<file path="config.mk">
export PLATFORM = sky130hd
export DESIGN_NAME = decrypt_ctrl_fsm
export DESIGN_NICKNAME = d
export VERILOG_FILES = /design/src/rtl/decrypt_ctrl_fsm.sv
export SDC_FILE = /design/constraint.sdc
export NUM_CORES = 1
export LEC_CHECK = 0
export ABC_AREA = 1
export BUFFER_PORTS_ARGS = -buffer_cell sky130_fd_sc_hd__buf_4
export CAP_MARGIN = 0
export CORE_MARGIN = 3
export CORE_UTILIZATION = 35
export DETAILED_ROUTE_END_ITERATION = 12
export GPL_ROUTABILITY_DRIVEN = 0
export MAX_ROUTING_LAYER = met4
export PLACE_DENSITY = 0.61
export SETUP_SLACK_MARGIN = 0.15
export SYNTH_ARGS = -nofsm -noshare
export SYNTH_HDL_FRONTEND = slang
export SYNTH_SLANG_ARGS = --single-unit
</file>
<file path="constraint.sdc">
create_clock -name clk -period 2.1 [get_ports clk]
set_input_delay 0.42 -clock clk [delete_from_list [all_inputs] [get_ports clk]]
set_output_delay 0.42 -clock clk [all_outputs]
set_load 0.03 [all_outputs]
</file>
<file path="src/rtl/decrypt_ctrl_fsm.sv">
// AES-128 inverse-cipher control FSM: sequences key load, initial AddRoundKey,
// nine inverse rounds and the final round, with a start/busy/done handshake.
module decrypt_ctrl_fsm (
  input  logic       clk,
  input  logic       rst,
  input  logic       stadec,
  input  logic       deckeyrdy,
  output logic [1:0] keysel,
  output logic       rndkren,
  output logic [3:0] rconsel,
  output logic       sboxinsel,
  output logic       wrregen,
  output logic [1:0] keyadsel,
  output logic       mixsel,
  output logic       reginsel,
  output logic       busy,
  output logic       done,
  output logic [3:0] dec_state
);

  typedef enum logic [3:0] {
    StIdle       = 4'd0,
    StKeyLoad    = 4'd1,
    StInitKeyAdd = 4'd2,
    StR9         = 4'd3,
    StR8         = 4'd4,
    StR7         = 4'd5,
    StR6         = 4'd6,
    StR5         = 4'd7,
    StR4         = 4'd8,
    StR3         = 4'd9,
    StR2         = 4'd10,
    StR1         = 4'd11,
    StLast       = 4'd12,
    StDone       = 4'd13
  } state_e;

  // Plain vector so the unused codes 14/15 are representable and recoverable.
  logic [3:0] state_q, state_d;

  always_ff @(posedge clk or negedge rst) begin
    if (!rst) begin
      state_q <= StIdle;
    end else begin
      state_q <= state_d;
    end
  end

  always_comb begin
    state_d = StIdle;
    case (state_q)
      StIdle: begin
        if (stadec && deckeyrdy) state_d = StKeyLoad;
      end
      StKeyLoad, StInitKeyAdd, StR9, StR8, StR7, StR6, StR5, StR4, StR3, StR2, StR1, StLast: begin
        state_d = state_q + 4'd1;
      end
      default: state_d = StIdle;
    endcase
  end

  always_comb begin
    keysel    = 2'd3;
    rndkren   = 1'b1;
    rconsel   = 4'd0;
    sboxinsel = 1'b1;
    wrregen   = 1'b1;
    keyadsel  = 2'd1;
    mixsel    = 1'b1;
    reginsel  = 1'b1;
    busy      = 1'b1;
    done      = 1'b0;
    dec_state = state_q;
    case (state_q)
      StIdle: begin
        rndkren   = 1'b0;
        sboxinsel = 1'b0;
        wrregen   = 1'b0;
        mixsel    = 1'b0;
        reginsel  = 1'b0;
        busy      = 1'b0;
      end
      StKeyLoad: begin
        keysel  = 2'd1;
        wrregen = 1'b0;
      end
      StInitKeyAdd: begin
        keyadsel = 2'd0;
        rconsel  = 4'd9;
      end
      // rcon counts down so the last inverse round derives k0.
      StR9, StR8, StR7, StR6, StR5, StR4, StR3, StR2, StR1: begin
        rconsel = 4'd11 - state_q;
      end
      StLast: begin
        keyadsel = 2'd2;
        rndkren  = 1'b0;
      end
      StDone: begin
        rndkren = 1'b0;
        wrregen = 1'b0;
        done    = 1'b1;
      end
      default: ;
    endcase
  end

endmodule
</file>
==> impl_metrics.toml, run 1 <==
[route]
route.detailed.drc = 0
vias = 551
wl_mm = 1.34
ant_nets = 0
drt-wirelength-per-cell_um = 10.8
vias_per_cell = 4.44
drtIter0Drc = 3
firstDrtPassIters = 2

[sta]
rsz0062_at_grt = "true"
layout_min_cycle_time_ps = 2000
post-route-period-util_pct = 95.4
finalSetupViolCount = 0
fmax_mhz = 499
hold_violations = 0
skew_ps = 3.66
drv_slew = 0
setup_tns_ps = 0

[power_and_ir_drop]
p_per_area_nw_per_um2 = 1630
p_leak_nw = 0.523
seqPwrFrac_pct = 10.2
net-switching-power_uw = 825
intPower_uw = 704
peakVddDrop_uv = 1080
swShare_pct = 54.0
power_frac_comb_pct = 83.9
clock_power_share_pct = 6.0

[cells_and_area]
final_area_sq_um = 941
area_growth_pct = 85.7
largest_register_ff_count = 4
drive_gt1_share_pct = 66.1
nets = 124
antenna_cells = 0

[worst_hold_path]
min_path_type = "input pin to flip-flop"
hp-start = "deckeyrdy"
holdPathStages = 3
worstHoldEndpoint = "dec_state[0]"

[cts]
path_clk_slew_ps = 30
clock_sinks = 4
cts_buffer_depth = 2
root_buffer = "clkbuf_4"
clkLatencyLatePin_ps = 230
htreeDepth = 1
numCtsBuffers = 3
cts_tree = "built"

[global_route]
grt_use_met1_pct = 19.9
grt_overflow = 0
grt_max_degree = 6
grt_pass1_wl_mm = 2.28
top_usage_layer = "met2"
use_met2_pct = 25.6
grtUsageTotal_pct = 15.8
antenna_found_initial = 0
grt_pass1_vias = 525
grtUsageMet3_pct = 0

[critical_path]
reg2reg_slack_ps = 540
crit_fanout = 4
max_stage_delay_ps = 440
cpMostUsedCell = "nand2_1"
critPathArrivalTime_ps = 1580
cp_data_required_time_ps = 1680
cp-start-kind = "flip-flop"
cp_cell_sequence = "inv_4 -> ha_4 -> nand2_2 -> nand2_1 -> nor2_2 -> nand3_2 -> nand2_1 -> nand2_1 -> buf_6"
rr_startpoint = "dec_state[2]"
r2r-end = "dec_state[0]"
end_kind = "output pin"
critPathSlowestCell = "dfrtp_2"
rr_worst_depth = 10
crit_type = "flip-flop to output pin"

[status]
status = "finished, final reports clean"

[die]
dieWidth_um = 44.1
design.portCount = 23
start_util_pct = 38.0
die_area_sq_um = 1940
row_count = 13
die_h_um = 44.1
core_sq_um = 1330

[placed_design]
port_buffers = 21
dpl_cell_area_sq_um = 667
post-dp-hpwl_um = 862

[logic_synthesis]
ys_warn_count = 0
yosysUniqueCellTypes = 15
synth.yosys.seq_area_share_pct = 19.8
synth_area_sq_um = 507
syn_inst = 74
avgSynthCellArea_sq_um = 6.85
synth_nets = 87
synth_seq_cells = 4

[flow_run]
maxCapViolCount = 0
[cells by family (layout without fill, tap and decap cells)]
family | after synthesis | in the layout | share of synthesized area, %
other | 1 | 1 | 0.740
adder cells (fa/ha/maj) | 9 | 9 | 22.2
AND/OR/NAND/NOR | 40 | 40 | 37.3
buffers and inverters | 17 | 52 | 15.6
XOR/XNOR | 2 | 2 | 3.46
AO/OA/AOI/OAI | 1 | 1 | 0.987
flip-flops | 4 | 4 | 19.8
[layout make-up]
| type | count | area, sq um |
|---|---|---|
| Inverter | 13 | 53.8 |
| Clock buffer | 3 | 22.5 |
| Sequential cell | 4 | 105 |
| Timing Repair Buffer | 36 | 292 |
| Tap cell | 15 | 18.8 |
| Fill cell | 103 | 393 |
| Multi-Input combinational cell | 53 | 449 |
[power groups by stage]
| stage | clock, mW | combinational, mW | sequential (mW) |
|---|---|---|---|
| finish | 0.0914 | 1.28 | 0.155 |
| global route | 0.101 | 1.38 | 0.161 |
| floorplan | 0 | 0.695 | 0.179 |
| detailed placement | 0 | 0.994 | 0.143 |
| global placement | 0 | 0.994 | 0.144 |
| CTS | 0.0989 | 1.24 | 0.157 |
[routing by layer]
metal	part of all wire [%]	wire length, um
met5	0	0
met4	1.0	14
met1	41	550
met2	52	696
met3	5.5	74
[cells in the final DEF (no fill, tap or decap), drive strengths merged]
cell type    synthesis  final
clkbuf               0      3
nand3                3      3
nand4                1      1
ha                   9      9
dlygate4sd3          0      1
buf                  4     35
a21oi                1      1
xor2                 2      2
nand2               30     30
conb                 1      1
inv                 13     13
nor2                 6      6
dfrtp                4      4
[worst max-delay path by stage]
stage                  from          to  slack [ps]
2_1_floorplan  dec_state[2]     wrregen         140
3_3_place_gp   dec_state[2]  rconsel[0]         190
3_5_place_dp   dec_state[2]  rconsel[0]         190
4_1_cts        dec_state[0]  rconsel[0]         110
5_1_grt        dec_state[1]  rconsel[0]           7
6_report       dec_state[1]  rconsel[0]         100
[timing repair]
item                       4_1_cts  5_1_grt
hold endpoints to repair         4        0
buffers inserted                12        2
gates resized for setup         28        3
pin swaps                        8        1
setup endpoints to repair        7        6
hold buffers                     1        0
gates cloned                     0        0
[per-stage QoR]
stage,util (%),worst slack [ps],hold slack (ps),total power [mW],std cells
after global routing,70.5,7.07,514,1.64,124
after floorplan,-,142,124,0.874,74
after detailed placement,50.0,192,218,1.14,106
final,70.5,96.2,487,1.53,124
after CTS,68.7,114,478,1.49,122
after global placement,50.0,193,219,1.14,106
[worst max-delay path, delay by kind of cell (launching register included)]
family	cells	cell delay [ps]
fa+ha+maj	1	180
simple gates	6	520
buf+inv	2	220
flops	1	440
[Yosys cell counts]
cell type / instances / area (sq um)
buf_4: 4 / 30.0
dfrtp_1: 4 / 100
nor2_2: 5 / 31.3
nand4_1: 1 / 6.26
conb_1: 1 / 3.75
nor2_1: 1 / 3.75
inv_1: 12 / 45.0
nand3_1: 1 / 5.00
xor2_1: 2 / 17.5
ha_1: 9 / 113
nand2_2: 4 / 25.0
inv_2: 1 / 3.75
nand3_2: 2 / 20.0
a21oi_1: 1 / 5.00
nand2_1: 26 / 97.6
Power figures use the tool's default switching activity.
==> inputs of run 2 (changes only) <==
- CORE_MARGIN: 3 -> 4
- PLACE_DENSITY: 0.61 -> 0.65
==> run 2 against run 1 <==
  * Global-route usage decreased by 2.6 points
  * Non-clock buffer count increased by 6
  * Via count rose by 5.3%
  * Largest cell class unchanged
  * First-iteration DRC count grew 67%
  * Power grew 5.2%
  * Clock power decreased by 2.6%
  * Cell area is 4.7% higher
  * Count of clock-buffer cells in the layout stayed put
  * Register-to-register slack lost 360 ps
==> impl_metrics.toml, run 2 (synthesis results as in run 1) <==
[status]
status = "finished, final reports clean"

[cells_and_area]
largest_register_ff_count = 4
drive_gt1_share_pct = 67.0
final_area_sq_um = 985
final_common_cell = "buf_4"
multi_input_area_sq_um = 447
postLayoutCoreUtil_pct = 73.8
antenna_cells = 0
n_fill_cell = 101
area_growth_pct = 94.3
nets = 130
seq_area_sq_um = 105
final_cell_mix = "buf_4, nand2_1, inv_1, ha_4, nand2_2"

[cts]
cts_buffer_depth = 2
clkLatencyLatePin_ps = 230
clock_sinks = 4
cts_tree = "built"
htreeDepth = 1
path_clk_slew_ps = 30
root_buffer = "clkbuf_4"
numCtsBuffers = 3

[critical_path]
critPathArrivalTime_ps = 1650
end_kind = "output pin"
cp_data_required_time_ps = 1680
crit_type = "flip-flop to output pin"
crit_fanout = 5
cp-start-kind = "flip-flop"

[placed_design]
pre_cts_ws_ps = 223
dpl_cell_area_sq_um = 667
port_buffers = 21
post-dp-hpwl_um = 955

[route]
route.detailed.drc = 0
ant_nets = 0
firstDrtPassIters = 4
vias_per_cell = 4.46
drt-wirelength-per-cell_um = 12.0
vias = 580
wl_mm = 1.56
drtIter0Drc = 5

[worst_hold_path]
min_path_type = "input pin to flip-flop"

[die]
die_area_sq_um = 2120
row_count = 13
start_util_pct = 38.0
core_sq_um = 1330
die_h_um = 46.1
design.portCount = 23
dieWidth_um = 46.1

[flow_run]
maxCapViolCount = 0

[power_and_ir_drop]
p_leak_nw = 0.547
peakVddDrop_uv = 1170
p_per_area_nw_per_um2 = 1630
fin_total_pwr_mw = 1.61

[sta]
skew_ps = 1.32
setup_tns_ps = 0
layout_min_cycle_time_ps = 2070
finalSetupViolCount = 0
post-route-period-util_pct = 98.7
drv_slew = 0
fmax_mhz = 483
rsz0062_at_grt = "true"
hold_violations = 0
fin_ws_ps = 28.3

[global_route]
grtUsageTotal_pct = 13.2
grt_overflow = 0
grt_max_degree = 7
grt_pass1_wl_mm = 1.99
antenna_found_initial = 0
grt_pass1_vias = 479
run 2: cell count changes in the layout (fill, tap and decap cells not counted), sizes merged:
cell    previous run  this run
buf               35        41
inv               13        12
clkinv             0         1
run 2: worst paths after layout:
kind / start / end / cells past startpoint / slack, ps
min in group asynchronous: rst / dec_state[2] / 2 / 530
max in group asynchronous: rst / dec_state[0] / 2 / 1460
hold / removal: deckeyrdy / dec_state[0] / 3 / 480
setup reg to reg: dec_state[0] / dec_state[0] / 13 / 180
hold reg to reg: dec_state[3] / dec_state[3] / 5 / 760
setup / recovery: dec_state[0] / rconsel[3] / 9 / 30
run 2: cell type report:
cell class                      count  area share (%)
Tap cell                           15            1.91
Timing Repair Buffer               42            33.8
Sequential cell                     4            10.7
Multi-Input combinational cell     53            45.4
Inverter                           13            5.97
Clock buffer                        3            2.29
run 2: stage by stage:
stage	instances	hold WS [ps]
2_1_floorplan	74	124
6_report	130	478
4_1_cts	122	465
5_1_grt	130	517
3_3_place_gp	106	218
3_5_place_dp	106	219
run 2: power breakdown:
group	internal (mW)	switching (mW)	leakage [nW]	total [mW]
clock	0.0635	0.0255	0.0138	0.0890
sequential	0.105	0.0569	0.0474	0.162
combinational	0.588	0.770	0.485	1.36
total	0.757	0.852	0.547	1.61
run 2: worst max-delay path, stage by stage, from the launching register on:
cell and delay (ps):
dfrtp_2 450, clkinv_4 120, ha_4 180, nand2_1 60, nand2_1 60, nor2_2 150
nand3_2 110, nand2_1 70, nand2_1 70, buf_6 150
run 2: metal layers:
metal	GRT usage, %	up-vias	share of wire [%]
li1	-	297	-
met1	15.1	261	39
met2	23.9	20	54
met3	0	2	6.3
met4	5.68	0	1.0
met5	-	-	0
run 2: what timing repair did:
item,CTS,global route
buffers inserted,12,8
pin swaps,3,9
hold endpoints to repair,4,0
hold buffers,1,0
setup endpoints to repair,6,4
resized for setup,15,16
